**config.mk**
```make
export PLATFORM = sky130hd
export DESIGN_NAME = operand_entry_ctrl
export DESIGN_NICKNAME = d
export VERILOG_FILES = /design/src/rtl/operand_entry_ctrl.sv
export SDC_FILE = /design/constraint.sdc
export NUM_CORES = 1
export LEC_CHECK = 0
export CELL_PAD_IN_SITES_DETAIL_PLACEMENT = 0
export CELL_PAD_IN_SITES_GLOBAL_PLACEMENT = 2
export CORE_ASPECT_RATIO = 0.8
export CORE_UTILIZATION = 39
export CTS_CLUSTER_DIAMETER = 200
export DETAILED_ROUTE_END_ITERATION = 12
export MAX_ROUTING_LAYER = met4
export PLACE_DENSITY = 0.89
export SKIP_LAST_GASP = 1
export SLEW_MARGIN = 20
export SYNTH_ARGS = -nofsm -noshare
export SYNTH_HDL_FRONTEND = slang
export SYNTH_SLANG_ARGS = --single-unit
```
**constraint.sdc**
```tcl
create_clock -name clk -period 11.6 [get_ports clk]
set_clock_uncertainty 0.15 [all_clocks]
set_input_delay 2.9 -clock clk [delete_from_list [all_inputs] [get_ports clk]]
set_output_delay 2.9 -clock clk [all_outputs]
set_load 0.01 [all_outputs]
```
**src/rtl/operand_entry_ctrl.sv**
```systemverilog
// Operand entry controller for the 16-bit signed calculator.
// Acknowledges keypad tokens, builds operands A/B in decimal, issues them to
// the ALU over valid/ready, and chains the ALU result as the next operand A.
module operand_entry_ctrl #(
  parameter int unsigned MAG_MAX = 32767
) (
  input  logic        clk,
  input  logic        nRST,
  input  logic        read_input,
  output logic        key_read,
  input  logic [3:0]  keypad_input,
  input  logic [2:0]  operator_input,
  input  logic        equal_input,
  output logic [15:0] op_a,
  output logic [15:0] op_b,
  output logic [2:0]  op_code,
  output logic        calc_valid,
  input  logic        calc_ready,
  input  logic [15:0] result_in,
  output logic [15:0] display_value,
  output logic        entry_error
);

  typedef enum logic [1:0] {ENTRY_A, ENTRY_B, ISSUE, SHOW} main_t;
  typedef enum logic       {H_IDLE, H_WAIT_LOW} hs_t;
  typedef enum logic [2:0] {K_NONE, K_DIGIT, K_NEG, K_OP, K_EQ} kind_t;

  main_t       main_q, main_d;
  hs_t         hs_q, hs_d;
  logic        key_read_q, key_read_d;
  logic        tok_v_q, tok_v_d;
  logic        tok_eq_q, tok_eq_d;
  logic [2:0]  tok_op_q, tok_op_d;
  logic [3:0]  tok_dig_q, tok_dig_d;
  logic [15:0] a_mag_q, a_mag_d;
  logic        a_neg_q, a_neg_d;
  logic [15:0] b_mag_q, b_mag_d;
  logic        b_neg_q, b_neg_d;
  logic [15:0] op_a_q, op_a_d;
  logic [15:0] op_b_q, op_b_d;
  logic [2:0]  op_code_q, op_code_d;
  logic        calc_valid_q, calc_valid_d;
  logic [15:0] r_q, r_d;
  logic [15:0] disp_q, disp_d;
  logic        err_q, err_d;

  kind_t       kind;
  logic [15:0] acc_mag;
  logic [19:0] mag_next;
  logic        digit_fits;
  logic [15:0] a_val, b_val;

  assign key_read      = key_read_q;
  assign op_a          = op_a_q;
  assign op_b          = op_b_q;
  assign op_code       = op_code_q;
  assign calc_valid    = calc_valid_q;
  assign display_value = disp_q;
  assign entry_error   = err_q;

  // Token classification, digit arithmetic and signed operand views.
  always_comb begin
    kind = K_NONE;
    if (tok_eq_q)                                          kind = K_EQ;
    else if (tok_op_q == 3'b001)                           kind = K_NEG;
    else if (tok_op_q == 3'b010 || tok_op_q == 3'b011 ||
             tok_op_q == 3'b100)                           kind = K_OP;
    else if (tok_op_q == 3'b000)                           kind = K_DIGIT;
    acc_mag    = (main_q == ENTRY_B) ? b_mag_q : a_mag_q;
    mag_next   = 20'(acc_mag) * 20'd10 + 20'(tok_dig_q);
    digit_fits = (mag_next <= 20'(MAG_MAX));
    a_val      = a_neg_q ? (16'd0 - a_mag_q) : a_mag_q;
    b_val      = b_neg_q ? (16'd0 - b_mag_q) : b_mag_q;
  end

  // Next-state logic for the key handshake, main FSM, datapath and display.
  always_comb begin
    main_d       = main_q;
    hs_d         = hs_q;
    key_read_d   = 1'b0;
    tok_v_d      = 1'b0;
    tok_eq_d     = tok_eq_q;
    tok_op_d     = tok_op_q;
    tok_dig_d    = tok_dig_q;
    a_mag_d      = a_mag_q;
    a_neg_d      = a_neg_q;
    b_mag_d      = b_mag_q;
    b_neg_d      = b_neg_q;
    op_a_d       = op_a_q;
    op_b_d       = op_b_q;
    op_code_d    = op_code_q;
    calc_valid_d = calc_valid_q;
    r_d          = r_q;
    err_d        = err_q;
    disp_d       = disp_q;

    unique case (hs_q)
      H_IDLE: begin
        if (read_input && main_q != ISSUE) begin
          tok_eq_d   = equal_input;
          tok_op_d   = operator_input;
          tok_dig_d  = keypad_input;
          tok_v_d    = 1'b1;
          key_read_d = 1'b1;
          hs_d       = H_WAIT_LOW;
        end
      end
      H_WAIT_LOW: if (!read_input) hs_d = H_IDLE;
      default:    hs_d = H_IDLE;
    endcase

    if (tok_v_q && (kind == K_OP || kind == K_EQ)) err_d = 1'b0;

    unique case (main_q)
      ENTRY_A: if (tok_v_q) begin
        unique case (kind)
          K_DIGIT: if (digit_fits) a_mag_d = mag_next[15:0]; else err_d = 1'b1;
          K_NEG:   a_neg_d = ~a_neg_q;
          K_OP: begin
            op_a_d    = a_val;
            op_code_d = tok_op_q;
            b_mag_d   = '0;
            b_neg_d   = 1'b0;
            main_d    = ENTRY_B;
          end
          default: ;
        endcase
      end
      ENTRY_B: if (tok_v_q) begin
        unique case (kind)
          K_DIGIT: if (digit_fits) b_mag_d = mag_next[15:0]; else err_d = 1'b1;
          K_NEG:   b_neg_d = ~b_neg_q;
          K_OP:    op_code_d = tok_op_q;
          K_EQ: begin
            op_b_d       = b_val;
            calc_valid_d = 1'b1;
            main_d       = ISSUE;
          end
          default: ;
        endcase
      end
      ISSUE: if (calc_ready) begin
        r_d          = result_in;
        calc_valid_d = 1'b0;
        main_d       = SHOW;
      end
      SHOW: if (tok_v_q) begin
        unique case (kind)
          K_DIGIT: begin
            a_mag_d = 16'(tok_dig_q);
            a_neg_d = 1'b0;
            main_d  = ENTRY_A;
          end
          K_NEG: r_d = 16'd0 - r_q;
          K_OP: begin
            op_a_d    = r_q;
            op_code_d = tok_op_q;
            b_mag_d   = '0;
            b_neg_d   = 1'b0;
            main_d    = ENTRY_B;
          end
          default: ;
        endcase
      end
      default: main_d = ENTRY_A;
    endcase

    unique case (main_q)
      ENTRY_A: disp_d = a_val;
      ENTRY_B: disp_d = b_val;
      ISSUE:   disp_d = op_b_q;
      SHOW:    disp_d = r_q;
      default: disp_d = '0;
    endcase
  end

  // State and datapath registers; reset aborts any pending acknowledge or issue.
  always_ff @(posedge clk or negedge nRST) begin
    if (!nRST) begin
      main_q       <= ENTRY_A;
      hs_q         <= H_IDLE;
      key_read_q   <= 1'b0;
      tok_v_q      <= 1'b0;
      tok_eq_q     <= 1'b0;
      tok_op_q     <= '0;
      tok_dig_q    <= '0;
      a_mag_q      <= '0;
      a_neg_q      <= 1'b0;
      b_mag_q      <= '0;
      b_neg_q      <= 1'b0;
      op_a_q       <= '0;
      op_b_q       <= '0;
      op_code_q    <= '0;
      calc_valid_q <= 1'b0;
      r_q          <= '0;
      disp_q       <= '0;
      err_q        <= 1'b0;
    end else begin
      main_q       <= main_d;
      hs_q         <= hs_d;
      key_read_q   <= key_read_d;
      tok_v_q      <= tok_v_d;
      tok_eq_q     <= tok_eq_d;
      tok_op_q     <= tok_op_d;
      tok_dig_q    <= tok_dig_d;
      a_mag_q      <= a_mag_d;
      a_neg_q      <= a_neg_d;
      b_mag_q      <= b_mag_d;
      b_neg_q      <= b_neg_d;
      op_a_q       <= op_a_d;
      op_b_q       <= op_b_d;
      op_code_q    <= op_code_d;
      calc_valid_q <= calc_valid_d;
      r_q          <= r_d;
      disp_q       <= disp_d;
      err_q        <= err_d;
    end
  end

endmodule
```
# After elaboration in Yosys (flattened, before gate mapping)
# Cells that the tools add are included.
# W data, S select, Z words.
[totals]
reg_bits = 115
word_cells = 138
[op_classes]
n_eq_ne = 30
addsub = 4
muxes = 57
n_reduce_logical = 25
n_lt_le_gt_ge = 1
n_mul = 1
bitwise = 3
[op_table]
columns = ["op", "count"]
rows = [
  ["$mux W16", 17],
  ["$pmux W16 S2", 4],
  ["$pmux W16 S4", 1],
  ["$sub A1 B16 Y16 const A", 3],
  ["$add A20 B4 Y20", 1],
  ["$le A20 B15 Y1 const B", 1],
  ["$mux W1", 20],
  ["$mul A16 B3 Y19 const B", 1],
  ["$ne A2 B1 Y1 const B", 9],
  ["$ne A2 B2 Y1 const B", 9],
  ["$mux W2", 8],
  ["$reduce_and A5 Y1", 3],
  ["$eq A3 B2 Y1 const B", 4],
  ["$reduce_and A6 Y1", 2],
  ["$pmux W1 S2", 4],
  ["$pmux W2 S4", 1],
  ["$reduce_and A4 Y1", 2],
  ["$reduce_bool A2 Y1", 4],
  ["$reduce_and A7 Y1", 1],
  ["$eq A3 B1 Y1 const B", 2],
  ["$eq A3 B3 Y1 const B", 2],
  ["$reduce_and A3 Y1", 2],
  ["$eq A2 B2 Y1 const B", 2],
  ["$pmux W2 S2", 1],
  ["other kinds (11)", 17],
]

# Depth between registers and ports, before layout
[depth]
ltp_word = 14
mapped_depth = 20
depth_no_buf = 16

# Least setup slack after synthesis
# No wires, ideal clock.
[synth_path]
kind = "register to register"
startpoint = "register main_q[1]"
endpoint = "register a_mag_q[10]"
t_required_ps = 11329
setup_slack_ps = 6508
arrival_time_ps = 4821
setup_time_ps = 121
path_buffers = 3
synth_period_minus_slack_ps = 5092
path_stages_with_launch = 19
cell_sequence = "dfrtp_1 > inv_1 > ha_1 > clkbuf_1 > clkbuf_1 > mux2_2 > ha_1 > ha_1 > fa_1 > a21o_1 > a221oi_2 > xnor2_2 > nand4_4 > nor4_4 > nand2_2 > o31ai_4 > a41oi_4 > buf_6 > a22o_1"
[synth_via]
elab_chain_len = 8
[synth_lines]
columns = ["element", "line_no", "source"]
rows = [
  ["start, declared", "28", "main_t main_q, main_d;"],
  ["start signal, assigned", "199", "main_q <= main_d;"],
  ["branches (longest 8 deep; another with $add A20 B4 Y20)", "-", ""],
  ["end signal, assigned", "206", "a_mag_q <= a_mag_d;"],
  ["end, declared", "35", "logic [15:0] a_mag_q, a_mag_d;"],
]
# Several ways; the timed one is not identified. The select of a mux whose other input is x is not followed.
# A chain may end at the register's enable or synchronous reset.

# Final worst setup path
[layout_path]
startpoint = "register main_q[1]"
endpoint = "register a_mag_q[3]"
# The elaborated chain is that of the path after synthesis.

==> flow_metrics.py <==
metrics = {
    "yosys": {
        "synth_common_cells": "115 x dfrtp_1, 106 x nand2_1, 69 x o21ai_0",
        "synthTopCellsByArea": "dfrtp_1 38%, nand2_1 5.2%, ha_1 4.9%, mux2i_1 4.7%, o21ai_0 4.5%",
        "ys_warn_count": 0,
        "synthCells": 839,
        "syn_nets": 899,
        "synthArstFlopShare": 1.00,
        "synth_area_leader_cell": "dfrtp_1",
        "synth_edf_count": 0,
        "ys_seq_area_frac": 0.375,
        "synth_top_cell_area_share": 0.375,
        "synth_flop_cell": "dfrtp_1",
        "yosysMostFrequentCell": "dfrtp_1",
        "ys_seq_elements": 115,
        "syn_area_mm2": 0.00766,
        "synth_area_per_cell_um2": 9.14,
        "ys_types": 75,
    },
    "hold_path": {
        "min_path_type": "flop to flop",
    },
    "drt": {
        "drtIter0Drc": 399,
        "drc_errors": 0,
        "wirelength_um": 21100,
        "drt-pass1-iter-count": 7,
        "ant_nets": 0,
        "via_per_inst": 5.47,
        "wl_per_cell_um": 18.2,
        "vias": 6367,
    },
    "sta": {
        "hold_violations": 0,
        "rsz0062_at_grt": "false",
        "finalSetupViolCount": 0,
        "tightest_slew_ns": 1.01,
        "fin_crit_ns": 5.57,
        "fin_ws_ns": 6.03,
        "fin_crit_sh": 0.480,
        "slew_headroom": 0.324,
        "setup_tns_ns": 0,
        "max_freq_mhz": 180,
        "drv_slew": 0,
    },
    "worst_setup_path": {
        "critPathLaunchType": "flop",
        "crit_arrival_ns": 5.71,
        "cp-end-kind": "flop",
        "cp.required_ns": 11.74,
        "crit_fanout": 54,
        "worst-setup-path-type": "flop to flop",
    },
    "grt": {
        "first_global_vias": 5813,
        "grt_max_degree": 68,
        "grt_first_pass_wirelength_um": 34400,
        "overflow": 0,
        "antenna_found_initial": 0,
        "track_usage": 0.226,
    },
    "die": {
        "fp.dieArea_mm2": 0.0202,
        "die_h_um": 127,
        "core.rowCount": 45,
        "dieWidth_um": 159,
        "coreArea_mm2": 0.0191,
        "pin_count": 82,
        "start_util": 0.402,
    },
    "clock_network": {
        "cts_setup_buffers": 0,
        "cts_hold_buf": 0,
        "root_buffer": "clkbuf_16",
        "cts_sinks": 115,
        "insertion_delay_ns": 0.42,
        "cts_buffers": 17,
        "htreeDepth": 4,
        "cts_tree": "done",
        "ctsResizeCount": 0,
        "cts.path.max_buffers": 2,
        "path_clk_slew_ns": 0.05,
    },
    "final_layout": {
        "finalNetCount": 953,
        "n_antenna_cell": 0,
        "final_util": 0.484,
        "areaGrowthSynthToFinish_pct": 20.6,
        "drive_above_1_share": 0.0883,
    },
    "place": {
        "dp_hpwl_um": 16000,
        "routabilityCongestion": 0.820,
        "preCtsSetupSlack_ns": 6.06,
        "port_buffers": 81,
    },
    "power_and_ir_drop": {
        "intPower_uw": 1420,
        "clockPowerShare": 0.215,
        "vdd_drop_max_mv": 0.104,
        "p_seq_frac": 0.294,
        "p_leak_uw": 0.00417,
        "power.switching_uw": 1050,
        "powerDensity_mw_per_mm2": 268,
        "swShare": 0.425,
        "combPwrFrac": 0.490,
    },
    "run_status": {
        "status": "complete, no violations",
    },
    "flow_run": {
        "maxCapViolations": 0,
    },
}
==> kinds of logic after synthesis <==
logic type / synth area share
xor+xnor: 0.0819
buf+inv: 0.0402
simple gates: 0.159
compound gates: 0.206
mux: 0.0837
fa+ha+maj: 0.0542
flops: 0.375
==> final timing paths <==
kind,depth (start not counted),slack (ns),end,startpoint
max,16,6.03,a_mag_q[3],main_q[1]
min,2,0.32,op_a[11],op_a[11]
max reg2reg,16,6.03,a_mag_q[3],main_q[1]
min reg2reg,2,0.32,op_a[11],op_a[11]
max in group asynchronous,2,7.64,a_mag_q[9],nRST
min in group asynchronous,1,2.35,r_q[11],nRST
==> area by class of cell <==
type | count | area (µm²)
timing repair buffer | 87 | 853
sequential | 115 | 2880
multi-input combinational | 646 | 4490
clock inverter | 9 | 128
inverter | 26 | 97.6
tap | 258 | 323
fill | 1812 | 9840
clock buffer | 23 | 478
==> state kept, by name, summed over array words and instances, names as in the netlist, 2 cells and up <==
register / count
main_q: 2
op_a: 16
b_mag_q: 16
display_value: 16
op_b: 16
tok_dig_q: 4
a_mag_q: 16
op_code: 3
r_q: 16
tok_op_q: 3
==> through the flow <==
| step | cell area (µm²) | power (µW) | instances | hold slack [ns] |
|---|---|---|---|---|
| 2_1_floorplan | 7660 | 1500 | 839 | 0.342 |
| 4_1_cts | 9250 | 2480 | 1164 | 0.332 |
| 3_5_place_dp | 8640 | 1940 | 1132 | 0.320 |
| 3_3_place_gp | 8640 | 1930 | 1132 | 0.311 |
| 6_report | 9250 | 2480 | 1164 | 0.325 |
| 5_1_grt | 9250 | 2670 | 1164 | 0.348 |
==> worst max-delay path: stages (launching register included) <==
cell	delay, ns
dfrtp_1	0.41
inv_1	0.10
ha_2	0.17
buf_4	0.51
mux2_2	0.43
ha_1	0.30
ha_1	0.23
fa_1	0.40
a21o_1	0.21
a221oi_2	0.40
xnor2_2	0.23
nand4_4	0.17
nor4_4	0.44
nand2_2	0.11
o31ai_4	0.39
a41oi_4	0.35
mux2_1	0.42
==> cell usage in the layout, fill, tap and decap left out, drive strengths merged, types with 4 or more instances in the layout <==
cell	netlist	routed
dfrtp	115	115
nand2	107	107
clkdlybuf4s50	0	80
o21ai	74	74
nor2	51	51
a21oi	50	50
xor2	39	39
mux2i	36	36
xnor2	31	31
ha	30	30
inv	26	26
nand3	25	25
mux2	25	25
clkbuf	42	23
nor3	16	16
a22o	14	14
o31ai	13	13
or3	12	12
a21o	12	12
o22ai	11	11
a222oi	7	7
buf	10	7
and2	6	6
a22oi	5	5
a221o	5	5
a221oi	5	5
nand4	5	5
or4	4	4
o41ai	4	4
and3	4	4
nor2b	4	4
o211a	4	4
a31oi	4	4
==> metal layers <==
layer  global-route usage  part of all wire  vias up
met3               0.0331             0.048       14
met5                    -                 0        -
met2                0.295              0.40      183
met1                0.354              0.54     3023
met4               0.0594             0.013        0
li1                     -                 -     3147
==> power by group through the flow <==
stage | Clock, µW | Sequential, µW | Combinational, µW
after global routing | 561 | 752 | 1350
after CTS | 543 | 727 | 1210
after global placement | 0 | 732 | 1200
final | 533 | 729 | 1210
after detailed placement | 0 | 733 | 1210
after floorplan | 0 | 677 | 826
(Power assumes the default switching activity.)
